### config.mk
export PLATFORM = sky130hd
export DESIGN_NAME = fusion_retire_split
export DESIGN_NICKNAME = d
export VERILOG_FILES = /design/src/rtl/fusion_retire_split.sv
export SDC_FILE = /design/constraint.sdc
export NUM_CORES = 1
export LEC_CHECK = 0
export BUFFER_PORTS_ARGS = -buffer_cell sky130_fd_sc_hd__buf_2
export CAP_MARGIN = 20
export CELL_PAD_IN_SITES_DETAIL_PLACEMENT = 0
export CELL_PAD_IN_SITES_GLOBAL_PLACEMENT = 2
export CORE_ASPECT_RATIO = 1.75
export CORE_UTILIZATION = 34
export CTS_CLUSTER_DIAMETER = 50
export DETAILED_ROUTE_END_ITERATION = 8
export GPL_TIMING_DRIVEN = 0
export PLACE_DENSITY = 0.91
export SLEW_MARGIN = 20
export SYNTH_ARGS = -nofsm -noshare
export SYNTH_HDL_FRONTEND = slang
export SYNTH_SLANG_ARGS = --single-unit
export TNS_END_PERCENT = 10
### constraint.sdc
create_clock -name clk_i -period 2.65 [get_ports clk_i]
set_input_delay 0 -clock clk_i [delete_from_list [all_inputs] [get_ports clk_i]]
set_output_delay 0 -clock clk_i [all_outputs]
set_load 0.01 [all_outputs]
### src/rtl/fusion_retire_split.sv
// Splits a fused (ADD/ADDI/AUIPC + LOAD) commit entry into two ordered retirement
// records; non-fused entries pass through a single registered output stage.
module fusion_retire_split #(
  parameter int VLEN  = 64,
  parameter int CNT_W = 32
) (
  input  logic             clk_i,
  input  logic             rst_ni,
  input  logic             flush_i,
  input  logic             commit_valid_i,
  output logic             commit_ready_o,
  input  logic [VLEN-1:0]  commit_pc_i,
  input  logic [1:0]       commit_is_fusion_i,
  input  logic             commit_is_compressed_i,
  input  logic             commit_first_compressed_i,
  input  logic             commit_ex_valid_i,
  output logic             ret_valid_o,
  input  logic             ret_ready_i,
  output logic [VLEN-1:0]  ret_pc_o,
  output logic [VLEN-1:0]  ret_npc_o,
  output logic             ret_is_compressed_o,
  output logic             ret_fused_first_o,
  output logic             ret_ex_o,
  output logic [CNT_W-1:0] fused_count_o
);

  // state  | meaning
  // IDLE   | output stage empty or holding a plain/second record; commits accepted
  // SECOND | first half of a pair is on the output; second half latched, waiting
  typedef enum logic {IDLE, SECOND} state_e;

  state_e            state_q, state_d;
  logic              ret_valid_q, ret_valid_d;
  logic [VLEN-1:0]   ret_pc_q, ret_pc_d;
  logic [VLEN-1:0]   ret_npc_q, ret_npc_d;
  logic              ret_comp_q, ret_comp_d;
  logic              ret_ff_q, ret_ff_d;
  logic              ret_ex_q, ret_ex_d;
  logic              ret_second_q, ret_second_d;
  logic [VLEN-1:0]   pc2_q, pc2_d;
  logic              s2_comp_q, s2_comp_d;
  logic              ex2_q, ex2_d;
  logic [CNT_W-1:0]  cnt_q, cnt_d;

  logic out_fire, accept, s1_comp, s2_comp, is_fused;

  function automatic logic [VLEN-1:0] isize(input logic comp);
    return comp ? VLEN'(2) : VLEN'(4);
  endfunction

  // Gated by rst_ni so the port reads 0 while reset is asserted.
  assign commit_ready_o = rst_ni && (state_q == IDLE) && (!ret_valid_q || ret_ready_i) && !flush_i;
  assign out_fire       = ret_valid_q && ret_ready_i;
  assign accept         = commit_valid_i && commit_ready_o;
  assign is_fused       = (commit_is_fusion_i != 2'b00);
  assign s1_comp        = (commit_is_fusion_i == 2'b01) ||
                          ((commit_is_fusion_i == 2'b10) && commit_first_compressed_i);
  assign s2_comp        = (commit_is_fusion_i == 2'b10) ? !s1_comp : s1_comp;

  always_comb begin
    state_d      = state_q;
    ret_valid_d  = ret_valid_q;
    ret_pc_d     = ret_pc_q;
    ret_npc_d    = ret_npc_q;
    ret_comp_d   = ret_comp_q;
    ret_ff_d     = ret_ff_q;
    ret_ex_d     = ret_ex_q;
    ret_second_d = ret_second_q;
    pc2_d        = pc2_q;
    s2_comp_d    = s2_comp_q;
    ex2_d        = ex2_q;
    cnt_d        = cnt_q;
    if (flush_i) begin
      ret_valid_d = 1'b0;
      state_d     = IDLE;
    end else begin
      if (out_fire && ret_second_q && (cnt_q != {CNT_W{1'b1}})) begin
        cnt_d = cnt_q + CNT_W'(1);
      end
      if (state_q == SECOND) begin
        if (out_fire) begin
          ret_valid_d  = 1'b1;
          ret_pc_d     = pc2_q;
          ret_npc_d    = pc2_q + isize(s2_comp_q);
          ret_comp_d   = s2_comp_q;
          ret_ff_d     = 1'b0;
          ret_ex_d     = ex2_q;
          ret_second_d = 1'b1;
          state_d      = IDLE;
        end
      end else if (accept) begin
        ret_valid_d  = 1'b1;
        ret_pc_d     = commit_pc_i;
        ret_second_d = 1'b0;
        if (!is_fused) begin
          ret_npc_d  = commit_pc_i + isize(commit_is_compressed_i);
          ret_comp_d = commit_is_compressed_i;
          ret_ff_d   = 1'b0;
          ret_ex_d   = commit_ex_valid_i;
        end else begin
          // The exception belongs to the load, so it rides on the second record.
          ret_npc_d  = commit_pc_i + isize(s1_comp);
          ret_comp_d = s1_comp;
          ret_ff_d   = 1'b1;
          ret_ex_d   = 1'b0;
          pc2_d      = commit_pc_i + isize(s1_comp);
          s2_comp_d  = s2_comp;
          ex2_d      = commit_ex_valid_i;
          state_d    = SECOND;
        end
      end else if (out_fire) begin
        ret_valid_d = 1'b0;
      end
    end
  end

  always_ff @(posedge clk_i or negedge rst_ni) begin
    if (!rst_ni) begin
      state_q      <= IDLE;
      ret_valid_q  <= 1'b0;
      ret_pc_q     <= '0;
      ret_npc_q    <= '0;
      ret_comp_q   <= 1'b0;
      ret_ff_q     <= 1'b0;
      ret_ex_q     <= 1'b0;
      ret_second_q <= 1'b0;
      pc2_q        <= '0;
      s2_comp_q    <= 1'b0;
      ex2_q        <= 1'b0;
      cnt_q        <= '0;
    end else begin
      state_q      <= state_d;
      ret_valid_q  <= ret_valid_d;
      ret_pc_q     <= ret_pc_d;
      ret_npc_q    <= ret_npc_d;
      ret_comp_q   <= ret_comp_d;
      ret_ff_q     <= ret_ff_d;
      ret_ex_q     <= ret_ex_d;
      ret_second_q <= ret_second_d;
      pc2_q        <= pc2_d;
      s2_comp_q    <= s2_comp_d;
      ex2_q        <= ex2_d;
      cnt_q        <= cnt_d;
    end
  end

  assign ret_valid_o         = ret_valid_q;
  assign ret_pc_o            = ret_pc_q;
  assign ret_npc_o           = ret_npc_q;
  assign ret_is_compressed_o = ret_comp_q;
  assign ret_fused_first_o   = ret_ff_q;
  assign ret_ex_o            = ret_ex_q;
  assign fused_count_o       = cnt_q;

endmodule
# Yosys cells after proc, flatten, opt, wreduce, memory -nomap -nowiden
# Index checks and enable logic that the tools add are counted.
[word_totals] output_inout_bits=165 reg_bits=232 in_bits=74 wordCells=76
[classes] n_addsub=4 eq_ne=5 n_reduce_logical=20 n_mux=33 bitwise=2
[op_table] cell="two-way mux 64 bit" n=7
[op_table] cell="adder 64 x 3 -> 64 bit" n=3
[op_table] cell="adder 32 x 1 -> 32 bit, second input constant" n=1
[op_table] cell="inequality test 32 bit, second input constant" n=1
[op_table] cell="two-way mux 1 bit" n=23
[op_table] cell="two-way mux 3 bit" n=3
[op_table] cell="logical AND 1 bit" n=8
[op_table] cell="AND reduction 2 bit" n=2
[op_table] cell="AND reduction 4 bit" n=1
[op_table] cell="nonzero test 2 bit" n=2
[op_table] cell="zero test 1 bit" n=3
[op_table] cell="inequality test 3 x 2 -> 1 bit, second input constant" n=1
[op_table] cell="AND reduction 3 bit" n=1
[op_table] cell="nonzero test 3 bit" n=1
[op_table] cell="== test 2 x 1 -> 1 bit, second input constant" n=1
[op_table] cell="== test 2 bit, second input constant" n=1
[op_table] cell="logical OR 1 bit" n=2
[op_table] cell="inequality test 2 x 1 -> 1 bit, second input constant" n=1
[op_table] cell="inverter 1 bit" n=2

# Longest topological paths before layout
[logic_depth] word_depth=8 mapped_depth=12 ltp_nobuf=9

# Least setup slack after synthesis
# Ideal clock, no wire load.
[synth_timing] kind="reg-to-reg" startpoint="register pc2_q[1]" endpoint="register ret_npc_q[55], in the netlist ret_npc_o[55]" n_path_buf=0 period_less_slack_ps=2337 setup_time_ps=65 arrival_time_ps=2273 path_stages_with_launch=9 path_slack_ps=313 t_required_ps=2585 cell_sequence="dfrtp_1 ha_1 fa_1 nand4_1 nor4_4 nand3_4 or4_1 a21oi_1 a221o_2"
[synth_via] elab_chain_cells=3
[synth_lines] element="start: declaration" line_no="40" source="logic [VLEN-1:0] pc2_q, pc2_d;"
[synth_lines] element="start signal: assignment" line_no="140" source="pc2_q <= pc2_d;"
[synth_lines] element="adder 64 x 3 -> 64 bit" line_no="84" source="ret_npc_d = pc2_q + isize(s2_comp_q);"
[synth_lines] element="two-way mux 64 bit" line_no="81" source="if (out_fire) begin"
[synth_lines] element="two-way mux 64 bit" line_no="80" source="if (state_q == SECOND) begin"
[synth_lines] element="end signal: assignment" line_no="135" source="ret_npc_q <= ret_npc_d;"
[synth_lines] element="end: declaration" line_no="35" source="logic [VLEN-1:0] ret_npc_q, ret_npc_d;"
# Every way passes these cells. The select of a mux whose other input is x is not followed.
# A chain may end at the register's enable or synchronous reset.

# Worst setup path in the final report
[layout_timing] startpoint="register pc2_q[1]" endpoint="register ret_npc_q[35], in the netlist ret_npc_o[35]"
# Same word-level chain as after synthesis.

==> impl_metrics.json <==
{
  "status": "finished, violations left",
  "violations": "hold timing, setup timing",
  "p_total_mw": 11.8,
  "nets": 2000,
  "yosys.cell_count.top_type": "dfrtp_1",
  "antenna_found_initial": 0,
  "synth-seq-cells": 231,
  "port_buffers": 199,
  "drcViolationCount": 0,
  "slew_viol_final": 0,
  "cts.sinks": 231,
  "drt_iter0_markers": 1032,
  "core_mm2": 0.0407,
  "rsz0062_at_grt": "true",
  "start_util": 0.344,
  "worstPathCellList": "ha_1 -> fa_2 -> nand4_1 -> nor4_4 -> buf_12 -> nand2_2 -> or3_1 -> xor2_1 -> o22ai_1",
  "synthCells": 1602,
  "die_area_mm2": 0.0420,
  "synth_edf_count": 0,
  "hpwl_um": 45900,
  "cts.htree.levels": 1,
  "grt_overflow": 0,
  "cts_tree": "yes",
  "dr_total_vias": 14000,
  "syn_area_mm2": 0.0140,
  "ys_warn_count": 0,
  "grt_pass1_vias": 14200,
  "synth_top_area_cell": "dfrtp_1",
  "track_usage": 0.291,
  "hold_class": "in2async",
  "layout.cells.non_filler": 2488,
  "crit_path_end_kind": "register",
  "clk_latency_ns": 0.56,
  "gp_congestion": 0.944,
  "p_leak_nw": 7.25,
  "arrival_ns": 3.14,
  "ir_drop_v": 0.000340,
  "fmax_ghz": 0.370,
  "finalCritPeriodShare": 1.02,
  "slew_headroom": 0.266,
  "crit_buf_inv": 1,
  "ys_top_cells_by_count": "dfrtp_1, nand2_1, nor2_1, xnor2_1, o21ai_0",
  "cts.root.buffer_cell": "clkbuf_16",
  "start_kind": "register",
  "period_needed_ns": 2.70,
  "p_per_area_mw_per_mm2": 662,
  "critPathSlowestCell": "or3_1",
  "cp_top_family": "simple AND/OR/NAND/NOR gates",
  "drive_gt1_frac": 0.190,
  "die_x_um": 155,
  "routed_wl_um": 61500,
  "vias_per_cell": 5.64,
  "dpl_worst_slack_ns": -0.992,
  "yosys-top-cells-area": "dfrtp_1, xnor2_1, nand2_1, mux2i_1, nor2_1",
  "synthFlopType": "dfrtp_1",
  "fp.dieH_um": 271,
  "ant_nets": 0,
  "routedWlPerCell_um": 24.7,
  "path_clk_slew_ns": 0.07,
  "async_reset_ff_frac": 1.00,
  "area_delta_synth_final_pct": 26.8,
  "hold_viol_final": 89,
  "cp.required_ns": 3.08,
  "rows": 98,
  "worst_clock_skew_ns": 0.0189,
  "numCtsBuffers": 27,
  "hold_buffers": 83,
  "worstSetupPathType": "reg2reg",
  "synth_cell_types": 73,
  "mappedNetlistNets": 1684,
  "syn_area_per_cell_um2": 8.74,
  "tightest_slew_ns": 1.10,
  "place_inst": 2353,
  "yosys.area.top_type_share": 0.413,
  "critical_path.max_stage_delay_ns": 0.42,
  "worst-path-max-fanout": 7,
  "grt_max_degree": 93,
  "first_pass_iters": 5,
  "fin_hold_ws_ns": -0.344,
  "ios": 239,
  "yosysSeqAreaShare": 0.413,
  "setup_viol": 2,
  "cap_viol_max_count": 0,
  "worst_slack_ns": -0.0547,
  "diodes": 0,
  "cts.path.max_buffers": 3,
  "grt_pass1_wl_um": 90300
}
[flip-flops by register name (all words and copies together), names as in the netlist, 32 cells and up]
register	cells
pc2_q	64
ret_pc_o	64
ret_npc_o	63
fused_count_o	32
[placed cells by master (no fill, tap or decap), types with 28 or more instances in the layout]
cell type	instances
dfrtp_1	229
buf_2	225
nand2_1	176
nor2_1	171
xnor2_1	133
o21ai_0	91
a21oi_1	88
dlygate4sd3_1	79
nand3_1	77
nand4_1	72
xor2_1	67
mux2i_1	66
clkbuf_1	65
nor3_1	52
and3_1	28
[per-stage QoR]
step,util,hold slack [ns],instance area [um^2],setup TNS (ns)
finish,0.436,-0.344,17800,-0.0639
global route,0.436,-0.287,17800,-0.235
CTS,0.434,-0.309,17700,-0.188
detailed placement,0.387,0.0318,15800,-106.28
global placement,0.385,0.215,15700,-1468.71
floorplan,-,-0.296,14000,0
[final timing paths]
kind	slack, ns	from	depth (start not counted)	endpoint
hold / removal	-0.34	rst_ni	4	ret_pc_o[14]
setup / recovery	-0.05	pc2_q[1]	9	ret_npc_o[35]
min in group clk_i	0.01	commit_pc_i[26]	3	ret_pc_o[26]
max in group asynchronous	1.91	rst_ni	6	ret_npc_o[50]
setup reg to reg	-0.05	pc2_q[1]	9	ret_npc_o[35]
hold reg to reg	0.48	ret_npc_o[4]	2	ret_npc_o[4]
[per-layer routing]
metal	global-route usage	up-vias	routed length, um
li1	-	6256	-
met1	0.302	6916	21400
met2	0.523	625	31500
met3	0.0332	239	3140
met4	0.236	0	5530
met5	0	-	0
[final cells by class]
cell class | instances | area (um^2)
clock buffer | 37 | 773
inverter | 22 | 83.8
clock inverter | 12 | 113
multi-input combinational | 1225 | 7750
tap | 550 | 688
timing repair buffer | 289 | 2020
buffer | 122 | 553
fill | 4196 | 22900
sequential | 231 | 5780
[cells by family (layout without fill, tap and decap cells)]
logic type | Yosys count | after routing | synth area share
muxes | 68 | 68 | 0.0488
DFF | 231 | 231 | 0.413
xor gates and xnor gates | 200 | 200 | 0.125
adders and majority gates | 8 | 8 | 0.00822
buffers and inverters | 146 | 482 | 0.0430
and+or+nand+nor | 691 | 691 | 0.252
AOI/OAI and AO/OA | 258 | 258 | 0.111
[where the power goes]
part           total (mW)  switching [mW]  leakage (nW)  internal (mW)
combinational        2.93            1.70          4.01           1.23
clock                3.82            1.67         0.426           2.15
sequential           5.01           0.740          2.81           4.27
total                11.8            4.11          7.25           7.65
[timing repair]
action                                  in CTS  in global routing
pin swaps                                    1                  3
hold endpoints to repair                   277                 89
resized for setup                           36                 15
buffers inserted                             1                  4
endpoints found under the setup margin     197                 86
[worst min-delay path: stages]
cell and delay (ns):
buf_8 0.09, buf_16 0.10, buf_16 0.11, buf_16 0.35
(Power assumes the default switching activity.)
